`src/rtl/frac_mv_scheduler_pkg.sv`:
```
// frac_mv_pkg: shared widths, FSM states and the fractional-MV neighbour offset table
package frac_mv_pkg;
    localparam int MV_W_DEF = 19;
    localparam int COST_W_DEF = 16;
    localparam int STEP_DEF = 2;
    localparam logic [3:0] BEST_IDX_BASE = 4'd8;
    typedef enum logic [2:0] {S_IDLE, S_LOAD, S_ISSUE, S_WAIT, S_FINISH} state_t;
    // Neighbours in raster order around the base, centre excluded
    localparam logic signed [1:0] DX_TAB [8] = '{-2'sd1, 2'sd0, 2'sd1, -2'sd1, 2'sd1, -2'sd1, 2'sd0, 2'sd1};
    localparam logic signed [1:0] DY_TAB [8] = '{-2'sd1, -2'sd1, -2'sd1, 2'sd0, 2'sd0, 2'sd1, 2'sd1, 2'sd1};
endpackage

```
`src/rtl/frac_mv_scheduler_if.sv`:
```
// frac_mv_scheduler_if: request, MV-generator and interpolation handshake bundle
interface frac_mv_scheduler_if
    import frac_mv_pkg::*;
#(
    parameter int MV_W = MV_W_DEF,
    parameter int COST_W = COST_W_DEF
);
    logic START;
    logic signed [MV_W-1:0] BASE_MV_X;
    logic signed [MV_W-1:0] BASE_MV_Y;
    logic [COST_W-1:0] BASE_COST;
    logic MV_WE;
    logic signed [MV_W-1:0] MV_X_OUT;
    logic signed [MV_W-1:0] MV_Y_OUT;
    logic INTERP_START;
    logic INTERP_DONE;
    logic [COST_W-1:0] INTERP_COST;
    logic BUSY;
    logic DONE;
    logic signed [MV_W-1:0] BEST_MV_X;
    logic signed [MV_W-1:0] BEST_MV_Y;
    logic [COST_W-1:0] BEST_COST;
    logic [3:0] BEST_IDX;
    modport master (
        output START, BASE_MV_X, BASE_MV_Y, BASE_COST, INTERP_DONE, INTERP_COST,
        input MV_WE, MV_X_OUT, MV_Y_OUT, INTERP_START, BUSY, DONE,
        input BEST_MV_X, BEST_MV_Y, BEST_COST, BEST_IDX
    );
    modport slave (
        input START, BASE_MV_X, BASE_MV_Y, BASE_COST, INTERP_DONE, INTERP_COST,
        output MV_WE, MV_X_OUT, MV_Y_OUT, INTERP_START, BUSY, DONE,
        output BEST_MV_X, BEST_MV_Y, BEST_COST, BEST_IDX
    );
endinterface

```
`src/rtl/frac_mv_scheduler_mv_sat_add.sv`:
```
// mv_sat_add: signed MV component add, clamped to the MV_W range instead of wrapping
module mv_sat_add
    import frac_mv_pkg::*;
#(
    parameter int MV_W = MV_W_DEF
) (
    input  logic signed [MV_W-1:0] i_a,
    input  logic signed [MV_W-1:0] i_b,
    output logic signed [MV_W-1:0] o_sum
);
    logic [MV_W:0] w_sum;
    assign w_sum = {i_a[MV_W-1], i_a} + {i_b[MV_W-1], i_b};
    // Top two bits disagree only on overflow; the true sign picks the rail
    assign o_sum = (w_sum[MV_W] == w_sum[MV_W-1]) ? w_sum[MV_W-1:0]
                                                  : {w_sum[MV_W], {(MV_W-1){~w_sum[MV_W]}}};
endmodule

```
`src/rtl/frac_mv_scheduler.sv`:
```
// frac_mv_scheduler: walks 8 fractional neighbours of a base MV through interpolation and keeps the cheapest
module frac_mv_scheduler
    import frac_mv_pkg::*;
#(
    parameter int MV_W = MV_W_DEF,
    parameter int COST_W = COST_W_DEF,
    parameter int STEP = STEP_DEF
) (
    input logic CLK,
    input logic RST_ASYNC_N,
    frac_mv_scheduler_if.slave bus
);
    state_t r_state;
    logic [2:0] r_idx;
    logic signed [MV_W-1:0] r_base_x, r_base_y;
    logic r_mv_we, r_interp_start, r_busy, r_done;
    logic signed [MV_W-1:0] r_mv_x, r_mv_y, r_best_x, r_best_y;
    logic [COST_W-1:0] r_best_cost;
    logic [3:0] r_best_idx;
    logic [2:0] w_nidx;
    logic signed [MV_W-1:0] w_bx, w_by, w_ofs_x, w_ofs_y, w_cand_x, w_cand_y;
    // Candidate is formed for the entry into LOAD so MV_X/Y_OUT stay registered
    assign w_nidx = (r_state == S_IDLE) ? 3'd0 : r_idx + 3'd1;
    assign w_bx = (r_state == S_IDLE) ? bus.BASE_MV_X : r_base_x;
    assign w_by = (r_state == S_IDLE) ? bus.BASE_MV_Y : r_base_y;
    assign w_ofs_x = MV_W'(DX_TAB[w_nidx] * STEP);
    assign w_ofs_y = MV_W'(DY_TAB[w_nidx] * STEP);
    mv_sat_add #(.MV_W(MV_W)) u_add_x (.i_a(w_bx), .i_b(w_ofs_x), .o_sum(w_cand_x));
    mv_sat_add #(.MV_W(MV_W)) u_add_y (.i_a(w_by), .i_b(w_ofs_y), .o_sum(w_cand_y));
    always_ff @(posedge CLK or negedge RST_ASYNC_N) begin
        if (!RST_ASYNC_N) begin
            r_state <= S_IDLE;
            r_idx <= '0;
            r_base_x <= '0;
            r_base_y <= '0;
            r_mv_we <= 1'b0;
            r_mv_x <= '0;
            r_mv_y <= '0;
            r_interp_start <= 1'b0;
            r_busy <= 1'b0;
            r_done <= 1'b0;
            r_best_x <= '0;
            r_best_y <= '0;
            r_best_cost <= '0;
            r_best_idx <= '0;
        end else begin
            r_mv_we <= 1'b0;
            r_interp_start <= 1'b0;
            r_done <= 1'b0;
            case (r_state)
                S_IDLE: if (bus.START) begin
                    r_base_x <= bus.BASE_MV_X;
                    r_base_y <= bus.BASE_MV_Y;
                    r_best_x <= bus.BASE_MV_X;
                    r_best_y <= bus.BASE_MV_Y;
                    r_best_cost <= bus.BASE_COST;
                    r_best_idx <= BEST_IDX_BASE;
                    r_idx <= w_nidx;
                    r_mv_we <= 1'b1;
                    r_mv_x <= w_cand_x;
                    r_mv_y <= w_cand_y;
                    r_busy <= 1'b1;
                    r_state <= S_LOAD;
                end
                S_LOAD: begin
                    r_interp_start <= 1'b1;
                    r_state <= S_ISSUE;
                end
                S_ISSUE: r_state <= S_WAIT;
                S_WAIT: if (bus.INTERP_DONE) begin
                    // Strict compare keeps the earlier entry (or the base) on ties
                    if (bus.INTERP_COST < r_best_cost) begin
                        r_best_x <= r_mv_x;
                        r_best_y <= r_mv_y;
                        r_best_cost <= bus.INTERP_COST;
                        r_best_idx <= {1'b0, r_idx};
                    end
                    if (r_idx == 3'd7) begin
                        r_done <= 1'b1;
                        r_state <= S_FINISH;
                    end else begin
                        r_idx <= w_nidx;
                        r_mv_we <= 1'b1;
                        r_mv_x <= w_cand_x;
                        r_mv_y <= w_cand_y;
                        r_state <= S_LOAD;
                    end
                end
                S_FINISH: begin
                    r_busy <= 1'b0;
                    r_state <= S_IDLE;
                end
                default: begin
                    r_busy <= 1'b0;
                    r_state <= S_IDLE;
                end
            endcase
        end
    end
    assign bus.MV_WE = r_mv_we;
    assign bus.MV_X_OUT = r_mv_x;
    assign bus.MV_Y_OUT = r_mv_y;
    assign bus.INTERP_START = r_interp_start;
    assign bus.BUSY = r_busy;
    assign bus.DONE = r_done;
    assign bus.BEST_MV_X = r_best_x;
    assign bus.BEST_MV_Y = r_best_y;
    assign bus.BEST_COST = r_best_cost;
    assign bus.BEST_IDX = r_best_idx;
endmodule

```
`src/flat_wrapper.sv`:
```
// flat-port wrapper written by rule: the top's interface ports become plain ports
module frac_mv_scheduler_flat import frac_mv_pkg::*;
#(
    parameter int MV_W = MV_W_DEF,
    parameter int COST_W = COST_W_DEF,
    parameter int STEP = STEP_DEF
)
  (CLK, RST_ASYNC_N, bus_START, bus_BASE_MV_X, bus_BASE_MV_Y, bus_BASE_COST, bus_INTERP_DONE, bus_INTERP_COST, bus_MV_WE, bus_MV_X_OUT, bus_MV_Y_OUT, bus_INTERP_START, bus_BUSY, bus_DONE, bus_BEST_MV_X, bus_BEST_MV_Y, bus_BEST_COST, bus_BEST_IDX);
  frac_mv_scheduler_if #(.MV_W(MV_W), .COST_W(COST_W)) bus_i ();
  input logic CLK;
  input logic RST_ASYNC_N;
  input wire logic [$bits(bus_i.START)-1:0] bus_START;
  input wire logic [$bits(bus_i.BASE_MV_X)-1:0] bus_BASE_MV_X;
  input wire logic [$bits(bus_i.BASE_MV_Y)-1:0] bus_BASE_MV_Y;
  input wire logic [$bits(bus_i.BASE_COST)-1:0] bus_BASE_COST;
  input wire logic [$bits(bus_i.INTERP_DONE)-1:0] bus_INTERP_DONE;
  input wire logic [$bits(bus_i.INTERP_COST)-1:0] bus_INTERP_COST;
  output wire logic [$bits(bus_i.MV_WE)-1:0] bus_MV_WE;
  output wire logic [$bits(bus_i.MV_X_OUT)-1:0] bus_MV_X_OUT;
  output wire logic [$bits(bus_i.MV_Y_OUT)-1:0] bus_MV_Y_OUT;
  output wire logic [$bits(bus_i.INTERP_START)-1:0] bus_INTERP_START;
  output wire logic [$bits(bus_i.BUSY)-1:0] bus_BUSY;
  output wire logic [$bits(bus_i.DONE)-1:0] bus_DONE;
  output wire logic [$bits(bus_i.BEST_MV_X)-1:0] bus_BEST_MV_X;
  output wire logic [$bits(bus_i.BEST_MV_Y)-1:0] bus_BEST_MV_Y;
  output wire logic [$bits(bus_i.BEST_COST)-1:0] bus_BEST_COST;
  output wire logic [$bits(bus_i.BEST_IDX)-1:0] bus_BEST_IDX;
  assign bus_i.START = bus_START;
  assign bus_i.BASE_MV_X = bus_BASE_MV_X;
  assign bus_i.BASE_MV_Y = bus_BASE_MV_Y;
  assign bus_i.BASE_COST = bus_BASE_COST;
  assign bus_i.INTERP_DONE = bus_INTERP_DONE;
  assign bus_i.INTERP_COST = bus_INTERP_COST;
  assign bus_MV_WE = bus_i.MV_WE;
  assign bus_MV_X_OUT = bus_i.MV_X_OUT;
  assign bus_MV_Y_OUT = bus_i.MV_Y_OUT;
  assign bus_INTERP_START = bus_i.INTERP_START;
  assign bus_BUSY = bus_i.BUSY;
  assign bus_DONE = bus_i.DONE;
  assign bus_BEST_MV_X = bus_i.BEST_MV_X;
  assign bus_BEST_MV_Y = bus_i.BEST_MV_Y;
  assign bus_BEST_COST = bus_i.BEST_COST;
  assign bus_BEST_IDX = bus_i.BEST_IDX;
  frac_mv_scheduler #(.MV_W(MV_W), .COST_W(COST_W), .STEP(STEP)) u_core (.CLK(CLK), .RST_ASYNC_N(RST_ASYNC_N), .bus(bus_i));
endmodule
```
`config.mk`:
```
export PLATFORM = sky130hd
export DESIGN_NAME = frac_mv_scheduler_flat
export DESIGN_NICKNAME = d
export VERILOG_FILES = /design/src/rtl/frac_mv_scheduler_pkg.sv /design/src/rtl/frac_mv_scheduler_if.sv /design/src/rtl/frac_mv_scheduler_mv_sat_add.sv /design/src/rtl/frac_mv_scheduler.sv /design/src/flat_wrapper.sv
export SDC_FILE = /design/constraint.sdc
export NUM_CORES = 1
export LEC_CHECK = 0
export ABC_AREA = 1
export CORE_MARGIN = 4
export CORE_UTILIZATION = 57
export CTS_CLUSTER_SIZE = 12
export DETAILED_ROUTE_END_ITERATION = 6
export PLACE_DENSITY = 0.87
export SLEW_MARGIN = 20
export SYNTH_ARGS = -nofsm -noshare
export SYNTH_HDL_FRONTEND = slang
export SYNTH_SLANG_ARGS = --single-unit
```
`constraint.sdc`:
```
create_clock -name CLK -period 10.95 [get_ports CLK]
set_input_delay 2.19 -clock CLK [delete_from_list [all_inputs] [get_ports CLK]]
set_output_delay 2.19 -clock CLK [all_outputs]
set_load 0.05 [all_outputs]
```
Word-level counts from Yosys, hierarchy flattened

Memory sizes are Yosys's and may differ from the RTL's.
Index checks and enable logic that the tools add are counted.
Widths: inputs -> output; s select.

Register bits: 144
Bits in latches: 0
Bits in writable memories: 0
ROM bits: 32
Input port bits: 74
Output and inout port bits: 100
Word-level logic and storage cells: 94
Memories kept: 2

$add $sub $neg: 3
Multipliers: 0
Div/mod/pow operators: 0
Order comparisons: 2
Equality and inequality tests: 10
Shift operators: 0
Muxes and demuxes: 51
Bitwise logic cells: 4
Reduce and logical (&&, ||, !) cells: 8

Memory list:

| name            | words | bits a word | read ports | clocked after Yosys merged registers in | wr ports | RTL line                | text |
|---|---|---|---|---|---|---|---|
| (no name shown) | 8     | 2           | 1          | 0                                       | 0        | frac_mv_scheduler.sv:27 | `assign w_ofs_y = MV_W'(DY_TAB[w_nidx] * STEP);` |
| (no name shown) | 8     | 2           | 1          | 0                                       | 0        | frac_mv_scheduler.sv:26 | `assign w_ofs_x = MV_W'(DX_TAB[w_nidx] * STEP);` |

Operator list:

| kind                | count |
|---|---|
| $mux 19             | 16 |
| $pmux 19 s2         | 4 |
| $mux 16             | 3 |
| $add 19x3->20       | 2 |
| $pmux 16 s2         | 1 |
| $mux 3              | 7 |
| $lt 16x16->1        | 1 |
| $mux 4              | 3 |
| $pmux 3 s4          | 1 |
| $mux 1              | 8 |
| $mux 2              | 4 |
| $pmux 4 s2          | 1 |
| $reduce_and 4->1    | 2 |
| $eq 3x2->1 const B  | 2 |
| $ne 2x2->1 const B  | 3 |
| $pmux 3 s2          | 1 |
| $reduce_and 2->1    | 3 |
| $ge 4x4->1 const B  | 1 |
| $not 3->4           | 1 |
| $pmux 1 s2          | 2 |
| $add 3x1->3 const B | 1 |
| $eq 3x1->1 const B  | 1 |
| $eq 3x3->1 const B  | 1 |
| $logic_not 3->1     | 1 |
| 5 further kinds     | 8 |

Longest topological paths before layout

Gate-level depths: netlist of the first run.

Word-level depth: 12
Depth in mapped cells: 30
Mapped depth without buffers: 27

Modules after synthesis

A second synthesis of the first run with hierarchy kept.

Cells, all modules: 1414
Area, all modules: 9887.0 um^2

Modules (own cells, without submodules):

| module                       | times used | cells an instance | area each (um^2) | sequential area each (um^2) |
|---|---|---|---|---|
| frac_mv_scheduler            | 1          | 922               | 7070.5           | 3603.5 |
| mv_sat_add at u_core.u_add_x | 1          | 247               | 1417.6           | 0.0 |
| mv_sat_add at u_core.u_add_y | 1          | 245               | 1398.8           | 0.0 |

Least setup slack after synthesis of the first run

No wires, ideal clock.

Path kind: register to register
Start: register u_core.r_state[2]
End: register u_core.r_mv_x[0] (netlist: u_core.bus.MV_X_OUT[0])
Library setup time: 138 ps
Data arrival time: 4298 ps
Required time: 10812 ps
Slack: 6514 ps
Stages on the path, launching flop included: 20
Cells stage by stage: dfrtp_1 nor2_4 nand2_4 buf_6 buf_6 clkbuf_1 nand2_1 ha_1 a21oi_1 ha_1 a21oi_1 o21ai_0 a21o_1 nand2_1 nand3_1 xor2_1 nor2_1 nand2_1 clkbuf_1 nand3_1

Word-level cells in the longest chain between the ends: 12
Elaborated cells between the ends (all ways): 21
Those cells by class: add/sub (1); eq/ne (5); mux (9); bitwise (2); reduce/logical (3); memory (1)

RTL lines:

| item                                       | RTL line                                                                  | text |
|---|---|---|
| start: declaration                         | frac_mv_scheduler.sv:13                                                   | `state_t r_state;` |
| start signal: assignment                   | frac_mv_scheduler.sv:32                                                   | `r_state <= S_IDLE;` |
| start signal: assignment                   | frac_mv_scheduler.sv:63                                                   | `r_state <= S_LOAD;` |
| start signal: assignment                   | frac_mv_scheduler.sv:67                                                   | `r_state <= S_ISSUE;` |
| $logic_not 3->1                            | frac_mv_scheduler.sv:23, frac_mv_scheduler.sv:24, frac_mv_scheduler.sv:50 |  |
| $mux 3                                     | frac_mv_scheduler.sv:23                                                   | `assign w_nidx = (r_state == S_IDLE) ? 3'd0 : r_idx + 3'd1;` |
| $not 3->4 (not written as such)            | frac_mv_scheduler.sv:26                                                   |  |
| $mem_v2 8x2                                | --                                                                        |  |
| $mux 2 (not written as such) (2 in series) | frac_mv_scheduler.sv:26                                                   |  |
| $add 19x3->20                              | frac_mv_scheduler_mv_sat_add.sv:12                                        | `assign w_sum = {i_a[MV_W-1], i_a} + {i_b[MV_W-1], i_b};` |
| $eq 1x1->1 or $not 1->1 (tied branches)    | frac_mv_scheduler_mv_sat_add.sv:14, frac_mv_scheduler_mv_sat_add.sv:15    |  |
| $mux 19                                    | frac_mv_scheduler_mv_sat_add.sv:14                                        | `assign o_sum = (w_sum[MV_W] == w_sum[MV_W-1]) ? w_sum[MV_W-1:0]` |
| $mux 19                                    | frac_mv_scheduler.sv:78                                                   | `if (r_idx == 3'd7) begin` |
| $mux 19                                    | frac_mv_scheduler.sv:70                                                   | `S_WAIT: if (bus.INTERP_DONE) begin` |
| $pmux 19 s2                                | frac_mv_scheduler.sv:50                                                   | `case (r_state)` |
| end signal: assignment                     | frac_mv_scheduler.sv:60                                                   | `r_mv_x <= w_cand_x;` |
| end signal: assignment                     | frac_mv_scheduler.sv:84                                                   | `r_mv_x <= w_cand_x;` |
| end: declaration                           | frac_mv_scheduler.sv:17                                                   | `logic signed [MV_W-1:0] r_mv_x, r_mv_y, r_best_x, r_best_y;` |

Several ways; a longest one is shown, not always the timed one. The select of a mux whose other input is x is not followed.
A chain may end at the register's enable or synchronous reset.

Worst setup path after layout of the first run

Start: register u_core.r_state[2]
End: register u_core.r_mv_y[1] (netlist: u_core.bus.MV_Y_OUT[1])

Word-level cells in the longest chain between the ends: 12
Elaborated cells between the ends (all ways): 21
Those cells by class: add/sub (1); eq/ne (5); mux (9); bitwise (2); reduce/logical (3); memory (1)

RTL lines:

| item                                           | RTL line                                                               | text |
|---|---|---|
| $logic_not 3->1 (*)                            | frac_mv_scheduler.sv:23                                                |  |
| $mux 3 (*)                                     | frac_mv_scheduler.sv:23                                                |  |
| net u_core.w_nidx[1]                           | frac_mv_scheduler.sv:20                                                | `logic [2:0] w_nidx;` |
| $not 3->4 (not written as such) (*)            | frac_mv_scheduler.sv:27                                                |  |
| $mem_v2 8x2 (*)                                | --                                                                     |  |
| $mux 2 (not written as such) (*) (2 in series) | frac_mv_scheduler.sv:27                                                |  |
| $add 19x3->20 (*)                              | frac_mv_scheduler_mv_sat_add.sv:12                                     |  |
| $eq 1x1->1 or $not 1->1 (tied branches)        | frac_mv_scheduler_mv_sat_add.sv:14, frac_mv_scheduler_mv_sat_add.sv:15 |  |
| $mux 19 (*)                                    | frac_mv_scheduler_mv_sat_add.sv:14                                     |  |
| $mux 19                                        | frac_mv_scheduler.sv:78                                                |  |
| $mux 19                                        | frac_mv_scheduler.sv:70                                                |  |
| $pmux 19 s2 (*)                                | frac_mv_scheduler.sv:50                                                |  |
| end signal: assignment                         | frac_mv_scheduler.sv:61                                                | `r_mv_y <= w_cand_y;` |
| end signal: assignment                         | frac_mv_scheduler.sv:85                                                | `r_mv_y <= w_cand_y;` |
| end: declaration                               | frac_mv_scheduler.sv:17                                                |  |

The timed path passes the listed nets; every way through them passes the cells marked *. The select of a mux whose other input is x is not followed.

==> flow_summary.yaml, run 1 <==
synthesis:
  post_synth_num_cell_types: 48
  postSynth.asyncResetShare_pct: 100
  post_synth_instance_area_sq_um: 9000
  yosysWarningCount: 0
  synth.cells.most_frequent: "nand2_1, dfrtp_1, nor2_1"
  yosys-top-cells-area: "dfrtp_1, nand2_1, ha_1, o21ai_0, nor2_1"
  synth-seq-area-share_pct: 40.0
  synth_fp_nets: 1320
  yosysMostFrequentCell: "nand2_1"
  synthDominantCellAreaShare_pct: 40.0
  number_of_cells_produced_by_synthesis: 1195
  synth_top_flop_cell: "dfrtp_1"
  post_synthesis_sequential_element_count: 144
  synth-edff-count: 0
  synth_largest_area_cell: "dfrtp_1"
  synth.avg_cell_area_sq_um: 7.53
critical_path:
  critical_path_required_ps: 11230
  crit_type: "register to register"
  max_fanout_on_critical_path: 85
  timing.reg2reg.worst_path_depth: 23
  reg2reg_to: "u_core.bus.MV_Y_OUT[1]"
  r2r_setup_slack_ps: 5780
  worstReg2RegStart: "u_core.r_state[2]"
  crit_path_end_kind: "register"
  worstSetupStartpointType: "register"
  arrival_time_at_the_worst_endpoint_ps: 5450
clock_network:
  cts_num_sinks: 144
  htree_levels: 4
  cts_tree: "yes"
  cts_hold_repair.buffers: 0
  clk_transition_reported_paths_ps: 60
  worstSkewPairLatency_ps: 420
  cts-root-buf: "clkbuf_16"
  cts_inserted_buffers: 17
  cts_setup_buffers: 0
  cts-resized-gates: 0
  max-clock-path-buffers: 2
global_routing:
  grt_first_pass_wirelength_microns: 40200
  grt_max_degree: 86
  globalRouteTotalUtil_pct: 27.4
  antenna_violations_before_repair: 0
  first_global_vias: 8268
  grt_overflow_total: 0
die:
  floorplan.initialDensity_pct: 58.8
  fp.dieW_microns: 134
  floorplan.die.height_microns: 134
  die_area_sq_um: 17900
  design.core.area_sq_um: 15300
  io-pin-count: 174
  row_count: 45
timing:
  final-max-slew-violation-count: 0
  report.final.setup_viol: 0
  final.hold.worst_slack_ps: 485
  hold_viol_final: 0
  unrepaired_setup_endpoints_after_global_routing: "false"
  layout_worst_path_cycle_share_pct: 47.2
  relSlewSlack_pct: 27.5
  finClkSkew_ps: 6.56
  finalWorstPathRequiredPeriod_ps: 5170
  max_clock_freq_mhz: 194
  tightest_slew_ps: 1090
  tns_ps: 0
route:
  detail_route.wirelength_microns: 24500
  drt-initial-drc-count: 734
  wire_per_inst_microns: 15.6
  routed-via-count: 8597
  firstDrtPassIters: 5
  average_vias_per_placed_instance: 5.50
  drc_violation_count_after_routing: 0
  final_antenna_net_count: 0
placement:
  place_area_sq_um: 10800
  hpwlAfterDp_microns: 16600
  numPlacedInstances: 1532
  finalWeightedCongestion: 0.905
  numPortBuffers: 173
final_layout:
  drive_above_1_share_pct: 6.21
  n_antenna_cell: 0
  area_delta_synth_final_pct: 27.0
  post-route-cell-area_sq_um: 11400
  final-instance-count-excl-fill: 1563
  final.fill_count: 1194
  final_net_count: 1466
hold_path:
  hold_class: "register to register"
  hold_end: "u_core.r_base_x[13]"
  timing.hold.worst.start: "u_core.r_base_x[13]"
  hold_depth: 2
flow_run:
  number_of_violations_of_the_max_capacitance_limit: 0
run_status:
  run_status: "finished, final reports clean"
## final cells by class
| class | count | area [sq um] | area share (%) |
|---|---|---|---|
| clock buffer | 24 | 492 | 4.30 |
| clock inverter | 6 | 105 | 0.919 |
| inverter | 108 | 405 | 3.54 |
| multi-input combinational | 890 | 4760 | 41.6 |
| sequential | 144 | 3600 | 31.5 |
| tap | 211 | 264 | 2.31 |
| timing repair buffer | 180 | 1810 | 15.8 |
## flip-flops by register name, summed over array words and instances, names as in the netlist, 3 cells and up
register / flops
u_core.r_base_x: 19
u_core.bus.BEST_IDX: 4
u_core.bus.MV_X_OUT: 19
u_core.r_base_y: 19
u_core.r_idx: 3
u_core.bus.MV_Y_OUT: 19
u_core.bus.BEST_MV_X: 19
u_core.bus.BEST_COST: 16
u_core.r_state: 3
u_core.bus.BEST_MV_Y: 19
## cell usage in the layout, fill, tap and decap left out, types with 3 or more instances in the layout
| cell type | instances |
|---|---|
| nand4_1 | 5 |
| bufinv_16 | 3 |
| nand2_4 | 6 |
| a21oi_1 | 37 |
| ha_1 | 49 |
| o21ai_1 | 5 |
| nand2_2 | 9 |
| clkbuf_16 | 17 |
| clkbuf_8 | 4 |
| nand3_1 | 53 |
| xnor2_1 | 7 |
| a21oi_4 | 12 |
| nor3_1 | 5 |
| clkbuf_1 | 3 |
| clkinv_2 | 3 |
| a21oi_2 | 3 |
| clkdlybuf4s50_1 | 172 |
| a31oi_1 | 57 |
| xor2_1 | 20 |
| inv_1 | 102 |
| o21bai_1 | 6 |
| inv_2 | 6 |
| buf_4 | 6 |
| dfrtp_1 | 144 |
| nor2_1 | 107 |
| nand2_1 | 382 |
| o21ai_0 | 94 |
## kinds of logic after synthesis
kind of cell | share of synthesized area (%)
AO/OA/AOI/OAI | 15.6
XOR/XNOR | 2.63
adder cells (fa/ha/maj) | 7.25
buffers and inverters | 7.32
flip-flops | 40.0
multiplexers | 0.347
AND/OR/NAND/NOR | 26.8
## stage by stage
step                worst slack, ps  util (%)
floorplan                      6510         -
global placement               5570      70.6
detailed placement             5410      70.6
CTS                            5800      74.5
global route                   5320      74.7
finish                         5780      74.7
## worst max path at each step
| stage | depth (start not counted) | slack, ps | startpoint | endpoint |
|---|---|---|---|---|
| 2_1_floorplan | 19 | 6510 | u_core.r_state[2] | u_core.bus.MV_X_OUT[0] |
| 3_3_place_gp | 9 | 5570 | bus_INTERP_COST[7] | u_core.bus.BEST_MV_X[16] |
| 3_5_place_dp | 9 | 5410 | bus_INTERP_COST[9] | u_core.bus.BEST_MV_X[8] |
| 4_1_cts | 23 | 5800 | u_core.r_state[2] | u_core.bus.MV_Y_OUT[1] |
| 5_1_grt | 23 | 5320 | u_core.r_state[2] | u_core.bus.MV_Y_OUT[1] |
| 6_report | 23 | 5780 | u_core.r_state[2] | u_core.bus.MV_Y_OUT[1] |
## layer usage
layer	track usage, %	share of wire (%)	vias up
li1	-	-	4185
met1	37.9	46	4077
met2	44.2	47	307
met3	5.32	6.2	28
met4	7.77	1.3	0
met5	0	0	-
## critical path, cell delays in order (launching register included)
cell,delay [ps]
dfrtp_1,440
nor2_4,360
nand2_4,570
nand2_1,380
inv_1,110
ha_1,230
a21oi_4,540
ha_1,390
a21oi_1,150
nand2_1,100
nand2_1,90
nand2_1,70
nand2_1,70
nand2_1,80
nand2_1,90
nand2_1,90
nand2_1,100
nand2_1,110
nand2_1,150
nand3_1,130
nand2_4,140
nor2_8,50
nor2_8,380
o21ai_0,140
Power of run 1 is not shown: default switching activity piles up to over one toggle a cycle in this logic, so the estimate is an artifact.
==> run 2, diff against run 1 <==
--- a/config.mk
+++ b/config.mk
@@ -7,10 +7,10 @@
 export LEC_CHECK = 0
 export ABC_AREA = 1
 export CORE_MARGIN = 4
-export CORE_UTILIZATION = 57
+export CORE_UTILIZATION = 53
 export CTS_CLUSTER_SIZE = 12
 export DETAILED_ROUTE_END_ITERATION = 6
-export PLACE_DENSITY = 0.87
+export PLACE_DENSITY = 0.81
 export SLEW_MARGIN = 20
 export SYNTH_ARGS = -nofsm -noshare
 export SYNTH_HDL_FRONTEND = slang
==> constraint.sdc (replaced) <==
create_clock -name CLK -period 5.1 [get_ports CLK]
set_input_delay 1.02 -clock CLK [delete_from_list [all_inputs] [get_ports CLK]]
set_output_delay 1.02 -clock CLK [all_outputs]
set_load 0.05 [all_outputs]
==> flow_summary.yaml, run 2 (synthesis results as in run 1) <==
die:
  fp.dieW_microns: 138
  row_count: 47
  design.core.area_sq_um: 16600
  floorplan.die.height_microns: 138
  io-pin-count: 174
  die_area_sq_um: 19100
  floorplan.initialDensity_pct: 54.1
final_layout:
  layout.cells.most_common: "nand2_1"
  area_delta_synth_final_pct: 28.1
  final.fill_count: 1398
  drive_above_1_share_pct: 6.57
  n_antenna_cell: 0
  layout.cells.most_common_list: "nand2_1, clkdlybuf4s50_1, dfrtp_1"
  post-route-cell-area_sq_um: 11500
  final_net_count: 1467
timing:
  final-max-slew-violation-count: 0
  finClkSkew_ps: 6.60
  layout_worst_path_cycle_share_pct: 85.7
  unrepaired_setup_endpoints_after_global_routing: "false"
  final.setup.worst_slack_ps: 729
  tns_ps: 0
  tightest_slew_ps: 1120
  finalWorstPathRequiredPeriod_ps: 4370
  final.hold.worst_slack_ps: 489
  relSlewSlack_pct: 25.6
  max_clock_freq_mhz: 229
  report.final.setup_viol: 0
  hold_viol_final: 0
placement:
  detailedPlace.worstSlack_ps: 782
  finalWeightedCongestion: 0.935
  numPortBuffers: 173
  hpwlAfterDp_microns: 16900
  place_area_sq_um: 10900
critical_path:
  worstSetupStartpointType: "register"
  crit_path_end_kind: "register"
  arrival_time_at_the_worst_endpoint_ps: 4740
  max_fanout_on_critical_path: 59
  critical_path_required_ps: 5470
  crit_type: "register to register"
clock_network:
  cts_hold_repair.buffers: 0
  cts_setup_buffers: 0
  clk_transition_reported_paths_ps: 60
  cts-root-buf: "clkbuf_16"
  cts_tree: "yes"
  worstSkewPairLatency_ps: 430
  cts_inserted_buffers: 17
  max-clock-path-buffers: 2
  cts_num_sinks: 144
  htree_levels: 4
  cts-resized-gates: 0
flow_run:
  number_of_violations_of_the_max_capacitance_limit: 0
route:
  detail_route.wirelength_microns: 24200
  final_antenna_net_count: 0
  drc_violation_count_after_routing: 0
  routed-via-count: 8381
  firstDrtPassIters: 6
  drt-initial-drc-count: 614
  wire_per_inst_microns: 15.4
  average_vias_per_placed_instance: 5.32
global_routing:
  globalRouteTotalUtil_pct: 25.5
  antenna_violations_before_repair: 0
  grt_first_pass_wirelength_microns: 40700
  first_global_vias: 8215
  grt_overflow_total: 0
  grt_max_degree: 116
run_status:
  run_status: "finished, final reports clean"
hold_path:
  hold_class: "register to register"
## run 2: cell types whose count changed in the layout (fill, tap and decap cells not counted), sizes merged
cell,delta
clkbuf,-4
bufinv,+3
clkinvlp,+3
inv,+1
## run 2: critical path, cell delays in order (launching register included)
cell      delay (ps)
dfrtp_1          450
nor2_4           110
nand2_4          220
buf_4            570
nand2_2          220
a21oi_1          220
buf_4            290
ha_1             340
a21oi_1          200
o21ai_0          140
nand2_1           80
o211ai_1         100
nand2_1           90
nand3_1           90
xor2_1           170
a21oi_2          670
o21ai_0          210
nand2_1          110
## run 2: area by class of cell
type | count | area (sq um) | share of cell area (%)
clock inverters | 13 | 234 | 2.03
multi-input cells | 890 | 4760 | 41.3
clock buffers | 19 | 443 | 3.84
well taps | 220 | 275 | 2.39
repair buffers | 181 | 1810 | 15.7
flip-flops and latches | 144 | 3600 | 31.3
inverters | 108 | 405 | 3.52
## run 2: metrics by stage
| step | utilization, % | instances |
|---|---|---|
| 2_1_floorplan | - | 1195 |
| 3_3_place_gp | 65.2 | 1543 |
| 3_5_place_dp | 65.2 | 1543 |
| 4_1_cts | 69.3 | 1575 |
| 5_1_grt | 69.3 | 1575 |
| 6_report | 69.3 | 1575 |
## run 2: path summary, 6_finish.rpt
| kind | from | endpoint | slack (ps) | cells past startpoint |
|---|---|---|---|---|
| worst max-delay path | u_core.r_state[2] | u_core.bus.MV_X_OUT[5] | 730 | 17 |
| worst min-delay path | u_core.r_base_y[3] | u_core.r_base_y[3] | 490 | 2 |
| worst max register to register | u_core.r_state[2] | u_core.bus.MV_X_OUT[5] | 730 | 17 |
| worst min register to register | u_core.r_base_y[3] | u_core.r_base_y[3] | 490 | 2 |
| max in group asynchronous | RST_ASYNC_N | u_core.bus.MV_X_OUT[13] | 3390 | 2 |
| min in group asynchronous | RST_ASYNC_N | u_core.bus.BEST_COST[10] | 700 | 1 |
## run 2: metal layers
layer | global-route usage (%) | wire (microns) | up-vias
li1 | - | - | 4177
met1 | 36.0 | 11500 | 3900
met2 | 39.9 | 10800 | 263
met3 | 5.01 | 1480 | 41
met4 | 8.16 | 450 | 0
met5 | 0 | 0 | -
Power of run 2 is left out for the same reason.
